`src/rtl/simpleuart_pkg.sv`:
```
// Shared definitions for the simpleuart transmitter and receiver:
// FSM state encodings and status-register bit positions.
package simpleuart_pkg;

    typedef enum logic [1:0] {
        STATE_IDLE  = 2'b00,
        STATE_START = 2'b01,
        STATE_BITS  = 2'b10,
        STATE_STOP  = 2'b11
    } uart_state_t;

    localparam int STAT_VALID = 0;
    localparam int STAT_OVR   = 1;
    localparam int STAT_FERR  = 2;

    function automatic logic [7:0] status_byte(input logic valid,
                                               input logic ovr,
                                               input logic ferr);
        logic [7:0] s;
        s             = 8'h00;
        s[STAT_VALID] = valid;
        s[STAT_OVR]   = ovr;
        s[STAT_FERR]  = ferr;
        return s;
    endfunction

endpackage

```
`src/rtl/simpleuart_rx_sync.sv`:
```
// Two-flop synchroniser for the asynchronous rx line; resets to the idle level (1)
// so a reset never looks like a start bit.
module uart_rx_sync (
    input  logic iclk,
    input  logic rst,
    input  logic d,
    output logic q
);

    logic meta;

    always_ff @(posedge iclk) begin
        if (rst) begin
            meta <= 1'b1;
            q    <= 1'b1;
        end else begin
            meta <= d;
            q    <= meta;
        end
    end

endmodule

```
`src/rtl/simpleuart_rx.sv`:
```
// UART receiver on the 8051 SFR bus: 8N1, MSB first, one holding register
// with sticky overrun / framing-error status readable at SFR_ADDRESS+1.
module simpleuart_rx
    import simpleuart_pkg::*;
#(
    parameter logic [7:0] SFR_ADDRESS  = 8'h90,
    parameter logic [7:0] BAUD_DIVISOR = 8'h02
) (
    input  logic       iclk,
    input  logic       rst,
    input  logic       rx,
    input  logic       ram_rd_en_sfr,
    input  logic [7:0] ram_rd_addr,
    output logic [7:0] ram_rd_byte,
    output logic       rx_valid,
    output logic       rx_overrun,
    output logic       frame_err,
    output logic [1:0] state
);

    localparam logic [7:0] HALF      = BAUD_DIVISOR >> 1;
    localparam logic [7:0] STAT_ADDR = SFR_ADDRESS + 8'd1;

    uart_state_t st;
    logic        rxs;
    logic [7:0]  cnt;
    logic [2:0]  bitn;
    logic [7:0]  shreg;
    logic [7:0]  holding;
    logic        brk;
    logic        rd_data;
    logic        rd_stat;

    uart_rx_sync u_sync (
        .iclk (iclk),
        .rst  (rst),
        .d    (rx),
        .q    (rxs)
    );

    assign rd_data = ram_rd_en_sfr && (ram_rd_addr == SFR_ADDRESS);
    assign rd_stat = ram_rd_en_sfr && (ram_rd_addr == STAT_ADDR);
    assign state   = st;

    // Read clears are written first so a same-cycle completion or error overrides them.
    always_ff @(posedge iclk) begin
        if (rst) begin
            st         <= STATE_IDLE;
            cnt        <= 8'd0;
            bitn       <= 3'd0;
            shreg      <= 8'h00;
            holding    <= 8'h00;
            brk        <= 1'b0;
            rx_valid   <= 1'b0;
            rx_overrun <= 1'b0;
            frame_err  <= 1'b0;
        end else begin
            if (rd_data) rx_valid <= 1'b0;
            if (rd_stat) begin
                frame_err  <= 1'b0;
                rx_overrun <= 1'b0;
            end
            case (st)
                STATE_IDLE: begin
                    cnt <= 8'd0;
                    brk <= 1'b0;
                    if (!rxs) st <= STATE_START;
                end
                STATE_START: begin
                    if (cnt == HALF) begin
                        cnt <= 8'd0;
                        if (!rxs) begin
                            st   <= STATE_BITS;
                            bitn <= 3'd0;
                        end else begin
                            st <= STATE_IDLE;
                        end
                    end else begin
                        cnt <= cnt + 8'd1;
                    end
                end
                STATE_BITS: begin
                    if (cnt == BAUD_DIVISOR) begin
                        cnt   <= 8'd0;
                        shreg <= {shreg[6:0], rxs};
                        bitn  <= bitn + 3'd1;
                        if (bitn == 3'd7) st <= STATE_STOP;
                    end else begin
                        cnt <= cnt + 8'd1;
                    end
                end
                STATE_STOP: begin
                    // brk: stop bit was low; wait for the line to return high
                    if (brk) begin
                        if (rxs) begin
                            st  <= STATE_IDLE;
                            brk <= 1'b0;
                        end
                    end else if (cnt == BAUD_DIVISOR) begin
                        cnt <= 8'd0;
                        if (rxs) begin
                            st <= STATE_IDLE;
                            if (!rx_valid || rd_data) begin
                                holding  <= shreg;
                                rx_valid <= 1'b1;
                            end else begin
                                rx_overrun <= 1'b1;
                            end
                        end else begin
                            frame_err <= 1'b1;
                            brk       <= 1'b1;
                        end
                    end else begin
                        cnt <= cnt + 8'd1;
                    end
                end
                default: st <= STATE_IDLE;
            endcase
        end
    end

    always_comb begin
        ram_rd_byte = 8'h00;
        if (ram_rd_addr == SFR_ADDRESS)
            ram_rd_byte = holding;
        else if (ram_rd_addr == STAT_ADDR)
            ram_rd_byte = status_byte(rx_valid, rx_overrun, frame_err);
    end

endmodule

```
`config.mk`:
```
export PLATFORM = sky130hd
export DESIGN_NAME = simpleuart_rx
export DESIGN_NICKNAME = d
export VERILOG_FILES = /design/src/rtl/simpleuart_pkg.sv /design/src/rtl/simpleuart_rx_sync.sv /design/src/rtl/simpleuart_rx.sv
export SDC_FILE = /design/constraint.sdc
export NUM_CORES = 1
export LEC_CHECK = 0
export CAP_MARGIN = 10
export CORE_MARGIN = 3
export CORE_UTILIZATION = 30
export DETAILED_ROUTE_END_ITERATION = 16
export PLACE_DENSITY_LB_ADDON = 0.15
export SKIP_CTS_REPAIR_TIMING = 1
export SKIP_LAST_GASP = 1
export SLEW_MARGIN = 20
export SYNTH_ARGS = -nofsm -noshare
export SYNTH_HDL_FRONTEND = slang
export SYNTH_SLANG_ARGS = --single-unit
```
`constraint.sdc`:
```
create_clock -name iclk -period 3.2 [get_ports iclk]
set_clock_uncertainty 0.1 [all_clocks]
set_input_delay 0.32 -clock iclk [delete_from_list [all_inputs] [get_ports iclk]]
set_output_delay 0.32 -clock iclk [all_outputs]
set_load 0.02 [all_outputs]
```
### After elaboration in Yosys (flattened, before gate mapping)

Cells that the tools add are included.

| word-level totals | value |
|---|---|
| register bits after elaboration | 35 |
| input port bits | 12 |
| output and inout bits | 13 |
| word-level logic and storage cells | 80 |

| operators by class | value |
|---|---|
| $add $sub $neg | 2 |
| eq/ne operators | 15 |
| muxes and demuxes | 40 |
| bitwise logic cells | 1 |
| reductions and logical operators | 11 |

Operators by type and width:

| kind | number |
|---|---|
| $mux 8 | 4 |
| $pmux 8 s4 | 1 |
| $mux 1 | 20 |
| $eq 8x8->1 const B | 2 |
| $mux 2 | 8 |
| $mux 3 | 4 |
| $ne 2x2->1 const B | 6 |
| $reduce_and 5->1 | 2 |
| $add 8x1->8 const B | 1 |
| $eq 8x1->1 const B | 1 |
| $eq 8x2->1 const B | 1 |
| $pmux 2 s4 | 1 |
| $pmux 3 s2 | 1 |
| $eq 2x2->1 const B | 2 |
| $reduce_and 4->1 | 1 |
| $reduce_bool 2->1 | 2 |
| $add 3x1->3 const B | 1 |
| $eq 3x3->1 const B | 1 |
| $ne 3x3->1 const B | 1 |
| $eq 2x1->1 const B | 1 |
| $logic_and 1x1->1 | 2 |
| $logic_not 2->1 | 1 |
| $pmux 1 s2 | 1 |
| $reduce_and 2->1 | 1 |
| other kinds (3) | 3 |

### Logic depth before layout (Yosys ltp)

Gate-level depths: netlist (run 1).

| logic depth | value |
|---|---|
| word-level depth | 8 |
| mapped depth | 7 |
| gate-level depth less buffers | 6 |

### Cells and area by module

A second synthesis (run 1) with hierarchy kept.

| unflattened totals | value |
|---|---|
| cell total of the unflattened synthesis | 208 |
| area total of the unflattened synthesis | 1843.0 µm² |

Modules (own cells, without submodules):

| module | instances | cells each | area an instance (µm²) | sequential area each (µm²) |
|---|---|---|---|---|
| simpleuart_rx | 1 | 204 | 1790.5 | 660.6 |
| uart_rx_sync | 1 | 4 | 52.6 | 40.0 |

### Least setup slack after synthesis (run 1)

No wires, ideal clock.

| timing path | value |
|---|---|
| kind | reg-to-reg |
| start point | reg st[0] (netlist: state[0]) |
| end point | reg st[0] (netlist: state[0]) |
| setup time | 70 ps |
| data arrival time | 1847 ps |
| required time | 3030 ps |
| slack | 1183 ps |
| stages on the path, launching flop included | 6 |
| buffers on the path | 0 |
| clock period less this slack | 2017 ps |
| cells stage by stage | dfxtp_1 > inv_1 > ha_1 > a221o_1 > or4_1 > a21oi_1 |

| on the way | value |
|---|---|
| cells in the longest elaborated chain, start to end | 4 |
| elaborated cells between the ends (all ways) | 14 |
| classes of those cells | 8 x eq/ne; 4 x mux; 2 x reduce/logical |

RTL lines:

| element | RTL line | text |
|---|---|---|
| start, declared | simpleuart_rx.sv:24 | `uart_state_t st;` |
| start signal, assigned | simpleuart_rx.sv:48 | `st <= STATE_IDLE;` |
| start signal, assigned | simpleuart_rx.sv:67 | `if (!rxs) st <= STATE_START;` |
| start signal, assigned | simpleuart_rx.sv:73 | `st <= STATE_BITS;` |
| $mux 2 (3 in a row) | -- |  |
| $pmux 2 s4 | simpleuart_rx.sv:63 | `case (st)` |

Several ways; a longest one is shown, not always the timed one. The select of a mux whose other input is x is not followed.
A chain may end at the register's enable or synchronous reset.

### Final worst setup path (run 1)

| timing path | value |
|---|---|
| start point | in ram_rd_addr[1] |
| end point | out ram_rd_byte[0] |

| on the way | value |
|---|---|
| cells in the longest elaborated chain, start to end | 3 |
| elaborated cells between the ends (all ways) | 4 |
| classes of those cells | 2 x eq/ne; 2 x mux |

RTL lines:

| element | RTL line | text |
|---|---|---|
| start, declared | simpleuart_rx.sv:13 | `input logic [7:0] ram_rd_addr,` |
| $eq 8x8->1 | simpleuart_rx.sv:126 | `else if (ram_rd_addr == STAT_ADDR)` |
| $mux 3 | simpleuart_rx.sv:126 |  |
| $mux 8 * | simpleuart_rx.sv:124 | `if (ram_rd_addr == SFR_ADDRESS)` |
| end, declared | simpleuart_rx.sv:14 | `output logic [7:0] ram_rd_byte,` |

Mark *: on every way between the ends. The rest lies on a longest branch, timed or not.

==> results.toml, run 1 <==
[clock_network]
root_buffer = "clkbuf_8"
cts-htree-levels = 2
clock_latency_ns = 0.29
cts_tree = "done"
clkTransAtPathRegs_ns = 0.07
cts_made_buffers = 5
cts.path.max_buffers = 2
cts.sinks = 35

[cells_and_area]
nNetsFinal = 253
drive_gt1_frac = 0.0733
final_common_cell = "nand2_1"
area_growth_pct = 23.9
final_util = 0.389
num_antenna_cells = 0
mostFrequentLayoutCells = "nand2_1, dfxtp_1, clkdlybuf4s50_1, a21oi_1, nor2_1"

[floorplanning]
core_um2 = 5570
initial_core_util = 0.314
rows = 27
die_area_um2 = 6790
fp.dieW_um = 82.4
ios = 25
die_h_um = 82.4

[yosys]
seq_area_frac_synth = 0.400
synthAdderAreaFrac = 0.0714
synthSimpleGateAreaFrac = 0.252
synthCells = 203
async_flop_share = 0
synth_compound_gate_area_share = 0.158
ys_warn_count = 0
syn-cell-area_um2 = 1750
synth-seq-cells = 35
ys_types = 45
avgSynthCellArea_um2 = 8.63
muxShareOfSynthArea = 0.0636
synth-edff-count = 0
synth_fp_nets = 225
synth_top_family_by_area = "simple AND/OR/NAND/NOR gates"
synthXorXnorAreaFrac = 0.0200
yosys_most_used_dff = "dfxtp_1"

[timing]
rsz0062_at_grt = "false"
tns_ns = 0
min_period_ns = 2.84
setup_ws_ns = 0.360
final_hold_viol_count = 0
clock.fmax_mhz = 352
tightest_slew_ns = 0.635
setup_viol = 0
timing.hold.ws_ns = 0.311
slew_violations = 0
timing.final.crit_share = 0.888
max-slew-margin-rel = 0.572

[power]
switchingPower_mw = 0.214
swShare = 0.255
clock_power_share = 0.376
combPwrFrac = 0.096
power.leakage_nw = 0.710
irDropWorstVdd_mv = 0.143
p_int_mw = 0.628
pwr-share-seq = 0.528
power_density_nw_per_um2 = 388

[critical_path]
timing.rr.start = "cnt[2]"
worstPathRequired_ns = 2.78
crit_arrival_ns = 2.42
crit_path_max_fanout = 8
end_kind = "output port"
reg2reg_slack_ns = 0.93
r2r_end = "cnt[6]"
start_kind = "primary input"
rr_worst_depth = 4
path_class = "in2out"

[routing]
drt_iter0_markers = 78
drtAntennaViolNets = 0
drc_errors = 0
drtPass1Iterations = 5
wl_per_cell_um = 12.4
dr_total_vias = 1479
vias_per_cell = 4.87
wl_um = 3770

[job]
maxCapViolCount = 0

[grt]
grt_pass1_vias = 1377
grt_first_pass_wirelength_um = 6230
grt_usage = 0.120
grt_max_degree = 27
antenna_found_initial = 0
overflow = 0

[run_status]
status = "finished clean"

[place]
portBuffers = 24
pre_cts_ws_ns = 0.326
gp_congestion = 0.734
dp_hpwl_um = 2750

[min_path]
holdPathEnd = "u_sync.q"
min_path_cells = 1
min-delay-start = "u_sync.meta"
hold_class = "reg2reg"
==> through the flow <==
| stage | power [mW] | cell area [um2] | cells |
|---|---|---|---|
| 2_1_floorplan | 0.503 | 1750 | 203 |
| 3_3_place_gp | 0.537 | 2080 | 296 |
| 3_5_place_dp | 0.537 | 2080 | 296 |
| 4_1_cts | 0.860 | 2170 | 304 |
| 5_1_grt | 0.886 | 2170 | 304 |
| 6_report | 0.842 | 2170 | 304 |
==> routing by layer <==
metal / track usage / wire, um
met4: 0.0449 / 41
met1: 0.147 / 1830
met5: 0 / 0
met3: 0.0369 / 215
met2: 0.198 / 1690
==> cell families (layout without fill, tap and decap cells) <==
group | after synthesis | after routing
buffers and inverters | 16 | 45
and+or+nand+nor | 88 | 88
adders and majority gates | 10 | 10
DFF | 35 | 35
AOI/OAI and AO/OA | 39 | 39
xor gates and xnor gates | 4 | 4
muxes | 11 | 11
==> Yosys cell counts, types with 2 or more instances <==
cell	number	area share
nand2_1	42	0.090
dfxtp_1	35	0.40
a21oi_1	15	0.043
nor2_1	11	0.024
ha_1	10	0.071
mux2i_1	10	0.057
inv_1	9	0.019
and2_1	6	0.021
a211oi_1	4	0.017
clkbuf_1	4	0.0086
nor2b_1	4	0.014
a22o_1	3	0.015
nand3_1	3	0.0086
nand4_1	3	0.011
nor3b_1	3	0.013
o21ai_0	3	0.0086
xnor2_1	3	0.015
a2bb2oi_1	2	0.010
a32oi_1	2	0.010
and3_1	2	0.0071
nor4_1	2	0.0071
o2111ai_1	2	0.010
or2_2	2	0.0071
or3_1	2	0.0071
==> flip-flops by register name, indices dropped and copies added (netlist names), named ones only <==
signal	flops
cnt	8
holding	8
shreg	8
bitn	3
brk	1
frame_err	1
rx_overrun	1
rx_valid	1
state	1
u_sync.meta	1
u_sync.q	1
==> area by class of cell <==
| type | count | area, um2 |
|---|---|---|
| clock inverters | 3 | 20.0 |
| clock buffers | 5 | 68.8 |
| flip-flops and latches | 35 | 701 |
| inverters | 10 | 37.5 |
| multi-input cells | 152 | 990 |
| well taps | 72 | 90.1 |
| fillers | 572 | 3400 |
| repair buffers | 27 | 263 |
==> worst max-delay path, cell delays in order <==
cell and delay, ns:
clkdlybuf4s50_1 0.39, nor4b_1 0.46, nand2_1 0.09, nor2_1 0.35, a22o_1 0.21, clkdlybuf4s50_1 0.60
==> power by group through the flow <==
stage / sequential, mW / combinational [mW] / clock (mW)
global placement: 0.455 / 0.0826 / 0
floorplan: 0.456 / 0.0473 / 0
detailed placement: 0.455 / 0.0822 / 0
CTS: 0.445 / 0.0823 / 0.333
finish: 0.445 / 0.0812 / 0.316
global route: 0.445 / 0.0915 / 0.349
==> how the worst max path moves through the flow <==
stage	slack, ns	cells after the start	startpoint	to
floorplan	1.18	5	state[0]	state[0]
global placement	0.34	6	ram_rd_addr[1]	ram_rd_byte[2]
detailed placement	0.33	6	ram_rd_addr[1]	ram_rd_byte[0]
CTS	0.32	6	ram_rd_addr[1]	ram_rd_byte[0]
global route	0.18	6	ram_rd_addr[1]	ram_rd_byte[2]
finish	0.36	6	ram_rd_addr[1]	ram_rd_byte[0]
No activity file was read; power rests on OpenSTA's default activity.
==> run 2: changes to the inputs <==
Clock period 3.2 ns to 2.7 ns, I/O delays scaled along.
==> results.toml, run 2 (synthesized netlist as in run 1, its figures left out) <==
[run_status]
status = "finished clean"

[power]
power.leakage_nw = 0.724
combPwrFrac = 0.097
power_density_nw_per_um2 = 460
swShare = 0.260
p_int_mw = 0.746
pwr-share-seq = 0.522
clock_power_share = 0.380
irDropWorstVdd_mv = 0.215
switchingPower_mw = 0.262

[critical_path]
crit_family = "buffers and inverters"
path_class = "in2out"
worstPathRequired_ns = 2.33
crit_arrival_ns = 2.15
crit_path_max_fanout = 8
crit_path_top_delay_cell = "clkdlybuf4s50_1"
crit_buf_inv = 4
start_kind = "primary input"
path_cells = "clkdlybuf4s50_1 -> nor4b_1 -> buf_4 -> nand2_1 -> nor2_1 -> buf_4 -> a22o_1 -> clkdlybuf4s50_1"
max_stage_delay_ns = 0.60
end_kind = "output port"

[routing]
drt_iter0_markers = 58
vias_per_cell = 4.77
dr_total_vias = 1463
wl_per_cell_um = 12.6
drtPass1Iterations = 4
drtAntennaViolNets = 0
drc_errors = 0
wl_um = 3860

[floorplanning]
initial_core_util = 0.314
die_area_um2 = 6790
rows = 27
core_um2 = 5570
fp.dieW_um = 82.4
ios = 25
die_h_um = 82.4

[place]
gp_congestion = 0.743
dp_hpwl_um = 2760
portBuffers = 24

[clock_network]
clkTransAtPathRegs_ns = 0.07
cts_tree = "done"
cts.path.max_buffers = 2
clock_latency_ns = 0.29
cts_made_buffers = 5
cts-htree-levels = 2
root_buffer = "clkbuf_8"
cts.sinks = 35

[grt]
grt_first_pass_wirelength_um = 6440
antenna_found_initial = 0
grt_max_degree = 27
grt_usage = 0.125
overflow = 0
grt_pass1_vias = 1383

[cells_and_area]
fill_cells = 599
nNetsFinal = 256
num_antenna_cells = 0
regArea_um2 = 701
reg_top3 = "cnt (8), holding (8), shreg (8)"
drive_gt1_frac = 0.0851
mostFrequentLayoutCells = "nand2_1, dfxtp_1, clkdlybuf4s50_1, a21oi_1, nor2_1"
area_growth_pct = 25.1
multi_input_area_um2 = 990
final_util = 0.393
final_common_cell = "nand2_1"

[job]
maxCapViolCount = 0

[timing]
tightest_slew_ns = 0.541
tns_ns = 0
timing.final.crit_share = 0.932
slew_violations = 0
min_period_ns = 2.52
rsz0062_at_grt = "false"
final_hold_viol_count = 0
clock.fmax_mhz = 398
max-slew-margin-rel = 0.636
setup_viol = 0

[min_path]
hold_class = "reg2reg"
-- run 2: cell count changes in the layout (fill, tap and decap cells not counted) --
cell   change
buf_4      +3
-- run 2: per-stage QoR --
step	std cells	worst slack, ns	area, um2	total power, mW	hold slack (ns)
finish	307	0.185	2190	1.01	0.319
detailed placement	299	0.150	2100	0.638	0.298
CTS	307	0.145	2190	1.03	0.322
floorplan	203	0.683	1750	0.597	0.274
global route	307	0.0134	2190	1.06	0.347
global placement	299	0.168	2100	0.639	0.293
-- run 2: final cells by class --
cell class / instances / share of cell area
repair buffers: 30 / 0.130
clock inverters: 3 / 0.00913
well taps: 72 / 0.0411
flip-flops and latches: 35 / 0.320
clock buffers: 5 / 0.0314
inverters: 10 / 0.0171
multi-input cells: 152 / 0.451
-- run 2: metal layers --
| metal | vias to the layer above | track usage | wire length, um |
|---|---|---|---|
| met5 | - | 0 | 0 |
| met2 | 36 | 0.204 | 1670 |
| li1 | 771 | - | - |
| met4 | 0 | 0.0449 | 50 |
| met1 | 652 | 0.156 | 1890 |
| met3 | 4 | 0.0369 | 248 |
-- run 2: path summary, 6_finish.rpt --
path | end | start | cells after the start | slack (ns)
min | u_sync.q | u_sync.meta | 1 | 0.32
max reg2reg | holding[4] | cnt[1] | 6 | 0.59
max | ram_rd_byte[1] | ram_rd_addr[1] | 8 | 0.18
min reg2reg | u_sync.q | u_sync.meta | 1 | 0.32
-- run 2: power by group through the flow --
stage	logic, mW	registers, mW	clock network [mW]
6_report	0.0982	0.526	0.383
5_1_grt	0.113	0.527	0.420
4_1_cts	0.0998	0.526	0.406
3_5_place_dp	0.0993	0.539	0
3_3_place_gp	0.100	0.539	0
2_1_floorplan	0.0561	0.541	0
